File: src/rtl/updown_pkg.sv
// Shared mode constants and load-clamp helper for the up/down counter family.
// Latency: none (package only).
// Backpressure: not applicable.
package updown_pkg;

    localparam int CNT_WRAP = 0;
    localparam int CNT_SAT  = 1;

    // Operands are carried at 32 bits, so counters using this are limited to WIDTH <= 32.
    function automatic logic [31:0] clamp_ld(input logic [31:0] d, input logic [31:0] max);
        return (d > max) ? max : d;
    endfunction

endpackage

File: src/rtl/updown_next_val.sv
// Next count value and bound-crossing flag for one up/down step.
// Latency: combinational.
// Backpressure: none; the caller decides whether the result is committed.
module updown_next_val
    import updown_pkg::*;
#(
    parameter int               WIDTH    = 8,
    parameter int               STEP_W   = 4,
    parameter logic [WIDTH-1:0] MOD_MAX  = '1,
    parameter int               SATURATE = CNT_WRAP
) (
    input  logic [WIDTH-1:0]  q,
    input  logic [STEP_W-1:0] step,
    input  logic              und,
    output logic [WIDTH-1:0]  nxt,
    output logic              crossed
);

    // Two guard bits keep q + step and q + modulus free of overflow.
    localparam int            EW    = ((WIDTH > STEP_W) ? WIDTH : STEP_W) + 2;
    localparam logic [EW-1:0] MAX_E = EW'(MOD_MAX);
    localparam logic [EW-1:0] MOD_E = MAX_E + EW'(1);

    logic [EW-1:0] q_e;
    logic [EW-1:0] s_e;
    logic [EW-1:0] sum;

    always_comb begin
        q_e     = EW'(q);
        s_e     = (SATURATE == CNT_WRAP) ? (EW'(step) % MOD_E) : EW'(step);
        sum     = q_e + s_e;
        nxt     = q;
        crossed = 1'b0;
        if (und) begin
            if (sum <= MAX_E) begin
                nxt = WIDTH'(sum);
            end else if (SATURATE == CNT_WRAP) begin
                nxt     = WIDTH'(sum - MOD_E);
                crossed = 1'b1;
            end else begin
                nxt     = MOD_MAX;
                crossed = (q != MOD_MAX);
            end
        end else begin
            if (q_e >= s_e) begin
                nxt = WIDTH'(q_e - s_e);
            end else if (SATURATE == CNT_WRAP) begin
                nxt     = WIDTH'(q_e + MOD_E - s_e);
                crossed = 1'b1;
            end else begin
                nxt     = '0;
                crossed = (q != '0);
            end
        end
    end

endmodule

File: src/rtl/updown_counter_mod.sv
// Modulo-N / saturating up/down counter with load, enable, step and status pulses.
// Latency: q, wrap, match one cycle after the controlling edge; at_max/at_min decode q.
// Backpressure: none; every edge is accepted.
module updown_counter_mod
    import updown_pkg::*;
#(
    parameter int               WIDTH    = 8,
    parameter logic [WIDTH-1:0] MOD_MAX  = '1,
    parameter int               STEP_W   = 4,
    parameter int               SATURATE = CNT_WRAP
) (
    input  logic              clk,
    input  logic              rst,
    input  logic              ld,
    input  logic [WIDTH-1:0]  d,
    input  logic              en,
    input  logic              und,
    input  logic [STEP_W-1:0] step,
    input  logic [WIDTH-1:0]  cmp,
    output logic [WIDTH-1:0]  q,
    output logic              wrap,
    output logic              at_max,
    output logic              at_min,
    output logic              match
);

    logic [WIDTH-1:0] nxt;
    logic [WIDTH-1:0] ld_val;
    logic             crossed;
    logic             cnt_go;

    updown_next_val #(
        .WIDTH    (WIDTH),
        .STEP_W   (STEP_W),
        .MOD_MAX  (MOD_MAX),
        .SATURATE (SATURATE)
    ) u_next (
        .q       (q),
        .step    (step),
        .und     (und),
        .nxt     (nxt),
        .crossed (crossed)
    );

    assign ld_val = WIDTH'(clamp_ld(32'(d), 32'(MOD_MAX)));
    assign cnt_go = en && (step != '0);

    // A count that leaves q unchanged (clamped or full-modulus step) never re-fires match.
    always_ff @(posedge clk) begin
        if (rst) begin
            q     <= '0;
            wrap  <= 1'b0;
            match <= 1'b0;
        end else if (ld) begin
            q     <= ld_val;
            wrap  <= 1'b0;
            match <= (ld_val == cmp);
        end else if (cnt_go) begin
            q     <= nxt;
            wrap  <= crossed;
            match <= (nxt == cmp) && (nxt != q);
        end else begin
            wrap  <= 1'b0;
            match <= 1'b0;
        end
    end

    assign at_max = (q == MOD_MAX);
    assign at_min = (q == '0);

endmodule

File: config.mk
export PLATFORM = sky130hd
export DESIGN_NAME = updown_counter_mod
export DESIGN_NICKNAME = d
export VERILOG_FILES = /design/src/rtl/updown_pkg.sv /design/src/rtl/updown_next_val.sv /design/src/rtl/updown_counter_mod.sv
export SDC_FILE = /design/constraint.sdc
export NUM_CORES = 1
export LEC_CHECK = 0
export ABC_CLOCK_PERIOD_IN_PS = 3700
export CORE_MARGIN = 1.5
export CORE_UTILIZATION = 30
export CTS_CLUSTER_DIAMETER = 100
export DETAILED_ROUTE_END_ITERATION = 10
export HOLD_SLACK_MARGIN = 0.05
export SETUP_SLACK_MARGIN = 0.5
export SYNTH_ARGS = -nofsm -noshare
export SYNTH_HDL_FRONTEND = slang
export SYNTH_SLANG_ARGS = --single-unit
File: constraint.sdc
create_clock -name clk -period 3.7 [get_ports clk]
set_clock_uncertainty 0.1 [all_clocks]
set_input_delay 0.37 -clock clk [delete_from_list [all_inputs] [get_ports clk]]
set_output_delay 0.37 -clock clk [all_outputs]
set_load 0.01 [all_outputs]
==> flow_metrics.py, run 1 <==
metrics = {
    "sta": {
        "setup_viol": 0,
        "fmax_ghz": 0.369,
        "fin_crit_ps": 2710,
        "fin_crit_sh_pct": 73.3,
        "max_slew_margin_pct": 62.9,
        "hold_viol": 0,
        "finalSetupTns_ps": 0,
        "rsz0062_at_grt": "no",
        "worst_slack_ps": 988,
        "drv_slew": 0,
        "tightest_slew_ps": 555,
    },
    "die": {
        "initial_core_util_pct": 31.2,
        "io_pins": 37,
        "core_area_mm2": 0.00400,
        "row_count": 23,
        "dieArea_mm2": 0.00456,
        "die_h_um": 67.6,
        "fp.dieW_um": 67.6,
    },
    "yosys": {
        "ys_seq_elements": 10,
        "synth_cells": 155,
        "async_flop_share_pct": 0,
        "synthXorXnorAreaFrac_pct": 21.6,
        "ys_types": 44,
        "synth-edff-count": 0,
        "synth_simple_gate_area_share_pct": 20.3,
        "synthAdderAreaFrac_pct": 11.2,
        "synth_top_family_by_area": "compound AO/OA/AOI/OAI gates",
        "ys_seq_area_share_pct": 16.0,
        "syn-cell-area_mm2": 0.00125,
        "ys_dominant_reg_cell": "dfxtp_1",
        "synth_nets": 190,
        "synthMuxAreaShare_pct": 2.20,
        "ys.warnings.count": 0,
        "avgSynthCellArea_um2": 8.06,
        "synth-compound-area-share_pct": 22.4,
    },
    "global_routing": {
        "gr-usage-all-layers_pct": 15.9,
        "grt_overflow_total": 0,
        "first_global_vias": 1069,
        "grt_max_degree": 13,
        "grt_antenna_before_repair": 0,
        "grt_pass1_wl_um": 5390,
    },
    "cts": {
        "h-tree-depth": 1,
        "clk_pin_slew_ps": 50,
        "cts_setup_buffers": 0,
        "ctsHoldBuffers": 0,
        "cts_made_buffers": 3,
        "cts_tree": "built",
        "cts_root_buf": "clkbuf_8",
        "clockBufferDepth": 2,
        "cts.repair.resized": 0,
        "clock_latency_ps": 240,
        "cts.sinks": 10,
    },
    "pwr": {
        "power_frac_seq_pct": 26.4,
        "power.total_mw": 0.499,
        "sw_frac_of_total_pct": 35.1,
        "vdd_drop_max_mv": 0.149,
        "internal_power_mw": 0.324,
        "p_comb_share_pct": 45.7,
        "switching_power_mw": 0.175,
        "p_clk_share_pct": 27.9,
        "p_per_area_mw_per_mm2": 294,
        "power.leakage_nw": 0.659,
    },
    "setup_path": {
        "crit_chain": "clkdlybuf4s50_1 > ha_1 > fa_1 > nor2b_2 > o311ai_4 > a21boi_4 > nand3_1 > o311ai_1 > o21a_1 > o21ai_1",
        "cp_slowest_stage_delay_ps": 470,
        "reg2reg_slack_ps": 1220,
        "reg2reg_to": "match",
        "slowest_stage": "clkdlybuf4s50_1",
        "critPathLaunchType": "input port",
        "crit_type": "input port to flip-flop",
        "crit_path_start": "step[0]",
        "crit_required_ps": 3730,
        "timing.rr.start": "q[0]",
        "crit_fanout": 4,
        "cp.arrival_ps": 2740,
        "reg2regPathDepth": 9,
        "cp-end-kind": "flip-flop",
    },
    "route": {
        "drt-initial-drc-count": 59,
        "detail-route-antenna-nets": 0,
        "wl_um": 3280,
        "via_count": 1167,
        "first_pass_iters": 4,
        "drc": 0,
        "wl_per_cell_um": 13.7,
        "avgViaCountPerCell": 4.86,
    },
    "placed_design": {
        "io_buffer_count": 36,
        "place_ws_ps": 746,
        "dp_hpwl_um": 2670,
        "dp.cells": 236,
        "gp_congestion": 0.786,
    },
    "min_path": {
        "hp-start": "q[7]",
        "holdPathStages": 3,
        "hp-class": "flip-flop to flip-flop",
        "min_to": "q[7]",
    },
    "final_layout": {
        "diodes": 0,
        "layout.nets": 226,
        "drive_gt1_share_pct": 6.84,
        "synthToLayoutAreaGrowth_pct": 35.6,
        "finalNonFillerCells": 240,
    },
    "run_status": {
        "status": "complete, no violations",
    },
    "job": {
        "max_cap_violations": 0,
    },
}
==> kinds of logic after synthesis <==
group | count (synthesis)
multiplexers | 2
adder cells (fa/ha/maj) | 10
XOR/XNOR | 30
flip-flops | 10
buffers and inverters | 16
AND/OR/NAND/NOR | 52
AO/OA/AOI/OAI | 35
==> how the worst max path moves through the flow <==
stage,cells past startpoint,endpoint
2_1_floorplan,9,match
3_3_place_gp,10,match
3_5_place_dp,10,match
4_1_cts,10,match
5_1_grt,10,match
6_report,10,match
==> Yosys cell counts, types with 4 or more instances <==
library cell / number / area, um^2
a211oi_1: 4 / 30.0
a21oi_1: 9 / 45.0
dfxtp_1: 10 / 200
ha_1: 8 / 100
inv_1: 10 / 37.5
nand2_1: 14 / 52.6
nand4_1: 5 / 31.3
nor2_1: 16 / 60.1
xnor2_1: 16 / 140
xor2_1: 13 / 114
==> critical path, delay by kind of cell <==
family / cells / cell delay (ps)
AOI/OAI and AO/OA: 5 / 990
adders and majority gates: 2 / 640
and+or+nand+nor: 2 / 260
buffers and inverters: 1 / 470
==> metrics by stage <==
step	util, %	hold WS (ps)	cell area [um^2]
after floorplan	-	406	1250
after global placement	41.0	587	1640
after detailed placement	41.0	590	1640
after CTS	42.4	598	1700
after global routing	42.4	641	1700
final	42.4	590	1700
==> state kept, by name (all words and copies together), names as in the netlist <==
signal and cells:
match 1, q 8, wrap 1
==> area by class of cell <==
cell class | instances | area, um^2
fill | 426 | 2300
multi-input combinational | 129 | 972
timing repair buffer | 37 | 368
sequential | 10 | 200
tap | 50 | 62.6
clock buffer | 4 | 55.1
inverter | 10 | 37.5
==> power by group through the flow <==
stage	logic [mW]	clock network (mW)	registers [mW]
2_1_floorplan	0.152	0	0.132
3_3_place_gp	0.229	0	0.134
3_5_place_dp	0.228	0	0.134
4_1_cts	0.230	0.145	0.132
5_1_grt	0.251	0.153	0.134
6_report	0.228	0.139	0.132
==> cell usage in the layout, fill, tap and decap left out, types with 2 or more instances in the layout <==
master,netlist,routed
inv_1,10,10
dfxtp_1,10,10
nor3_1,3,3
nor2b_1,3,3
xnor2_1,16,16
nand2_1,14,14
a21oi_1,9,9
and3_1,2,2
clkbuf_8,0,4
o211ai_1,2,2
nand2b_1,3,3
ha_1,8,8
xor2_1,13,13
a211oi_1,4,4
nor2_1,16,16
mux2i_2,2,2
nor4_1,3,3
o21ai_0,3,3
nand4_1,5,5
clkdlybuf4s50_1,0,36
fa_1,2,2
==> routing by layer <==
layer | wire (um) | vias to the layer above | global-route usage (%)
met2 | 1450 | 30 | 24.6
met4 | 13 | 0 | 2.30
met1 | 1650 | 519 | 22.4
li1 | - | 614 | -
met5 | 0 | - | 0
met3 | 172 | 4 | 4.33
Power figures use the tool's default switching activity.
==> run 2: changes to the inputs <==
ABC_CLOCK_PERIOD_IN_PS = 2590   (was 3700)
clock period = 2.59 ns   (was 3.7 ns; I/O delays follow)
==> flow_metrics.py, run 2 (same netlist as run 1, synthesis figures left out) <==
metrics = {
    "pwr": {
        "p_clk_share_pct": 25.4,
        "switching_power_mw": 0.287,
        "internal_power_mw": 0.523,
        "p_per_area_mw_per_mm2": 409,
        "power.leakage_nw": 0.795,
        "p_comb_share_pct": 51.6,
        "sw_frac_of_total_pct": 35.4,
        "power_frac_seq_pct": 23.1,
        "power.total_mw": 0.810,
        "vdd_drop_max_mv": 0.209,
    },
    "cts": {
        "cts_root_buf": "clkbuf_8",
        "clockBufferDepth": 2,
        "cts_made_buffers": 3,
        "h-tree-depth": 1,
        "cts.sinks": 10,
        "ctsHoldBuffers": 0,
        "clock_latency_ps": 240,
        "clk_pin_slew_ps": 50,
        "cts_tree": "built",
    },
    "sta": {
        "max_slew_margin_pct": 69.1,
        "drv_slew": 0,
        "finalHoldWorstSlack_ps": 520,
        "setup_viol": 0,
        "rsz0062_at_grt": "yes",
        "fin_crit_sh_pct": 86.4,
        "tightest_slew_ps": 458,
        "fin_crit_ps": 2240,
        "fmax_ghz": 0.447,
        "hold_viol": 0,
    },
    "global_routing": {
        "grt_max_degree": 12,
        "grt_overflow_total": 0,
        "grt_pass1_wl_um": 5780,
        "first_global_vias": 1132,
        "grt_antenna_before_repair": 0,
        "gr-usage-all-layers_pct": 17.1,
    },
    "final_layout": {
        "synthToLayoutAreaGrowth_pct": 58.5,
        "final_area_mm2": 0.00198,
        "largest_register": "q",
        "layout_common_cells": "32 x clkdlybuf4s50_1, 23 x buf_4, 15 x nor2_1, 15 x xnor2_1, 13 x nand2_1",
        "n_fill_cell": 372,
        "largest_reg_flops": 8,
        "largestRegisters": "q x8, match x1, wrap x1",
        "drive_gt1_share_pct": 26.8,
        "diodes": 0,
        "layout_commonest_cell": "clkdlybuf4s50_1",
        "finalNonFillerCells": 263,
        "finish.utilization_pct": 49.5,
        "layout.nets": 249,
    },
    "route": {
        "via_count": 1291,
        "avgViaCountPerCell": 4.91,
        "wl_per_cell_um": 13.9,
        "first_pass_iters": 4,
        "drt-initial-drc-count": 54,
        "drc": 0,
        "detail-route-antenna-nets": 0,
        "wl_um": 3650,
    },
    "run_status": {
        "status": "complete, no violations",
    },
    "setup_path": {
        "slowest_stage": "dfxtp_4",
        "crit_path_start": "q[0]",
        "crit_chain": "ha_4 > fa_2 > nor2b_4 > o311ai_4 > a21boi_4 > nand3_1 > o311ai_1 > o21a_1 > o21ai_1",
        "reg2regPathDepth": 9,
        "cp.arrival_ps": 2270,
        "critPathLaunchType": "flip-flop",
        "crit_type": "flip-flop to flip-flop",
        "cp-end-kind": "flip-flop",
        "cp_slowest_stage_delay_ps": 350,
        "timing.rr.start": "q[0]",
        "crit_fanout": 3,
        "crit_required_ps": 2620,
    },
    "die": {
        "core_area_mm2": 0.00400,
        "fp.dieW_um": 67.6,
        "row_count": 23,
        "dieArea_mm2": 0.00456,
        "die_h_um": 67.6,
        "io_pins": 37,
        "initial_core_util_pct": 31.2,
    },
    "placed_design": {
        "gp_congestion": 0.825,
        "dp_hpwl_um": 2960,
        "place_area_mm2": 0.00179,
        "dp.cells": 252,
        "io_buffer_count": 36,
    },
    "min_path": {
        "hp-start": "d[4]",
        "hp-class": "input port to flip-flop",
        "holdPathStages": 3,
    },
    "job": {
        "max_cap_violations": 0,
    },
}
[run 2: power by group through the flow]
stage	logic, mW	registers, mW	clock network [mW]
2_1_floorplan	0.223	0.188	0
3_3_place_gp	0.370	0.189	0
3_5_place_dp	0.368	0.190	0
4_1_cts	0.394	0.187	0.207
5_1_grt	0.454	0.189	0.222
6_report	0.418	0.187	0.206
[run 2: critical path, delay by kind of cell (launching register included)]
kind / cells / cell delay [ps]
flip-flops: 1 / 350
AND/OR/NAND/NOR: 2 / 230
AO/OA/AOI/OAI: 5 / 940
adder cells (fa/ha/maj): 2 / 500
[run 2: per-layer routing]
layer	wire, um	share of wire (%)	vias up	GRT usage [%]
met4	30	0.82	0	3.06
met3	134	3.7	4	3.50
met5	0	0	-	0
met1	1800	49	605	24.8
li1	-	-	657	-
met2	1690	46	25	26.3
[run 2: worst paths after layout]
path,slack [ps],end
worst max-delay path,350,match
worst min-delay path,520,q[4]
worst max register to register,350,match
worst min register to register,560,q[5]
[run 2: per-stage QoR]
step                setup slack, ps  setup TNS [ps]
floorplan                       406               0
global placement               -146            -373
detailed placement             -155            -547
CTS                             301               0
global route                    270               0
finish                          353               0
[run 2: final cells by class]
cell class	count	area, um^2	area share [%]
multi-input combinational	129	1080	54.6
timing repair buffer	60	536	27.0
sequential	10	208	10.5
tap	50	62.6	3.16
clock buffer	4	55.1	2.78
inverter	10	37.5	1.90
[run 2: repair_timing]
item                       CTS  global route
gates resized for setup     16            13
pin swaps                    8            12
setup endpoints to repair   11             8
buffers inserted             2             5
hold endpoints to repair     0             0
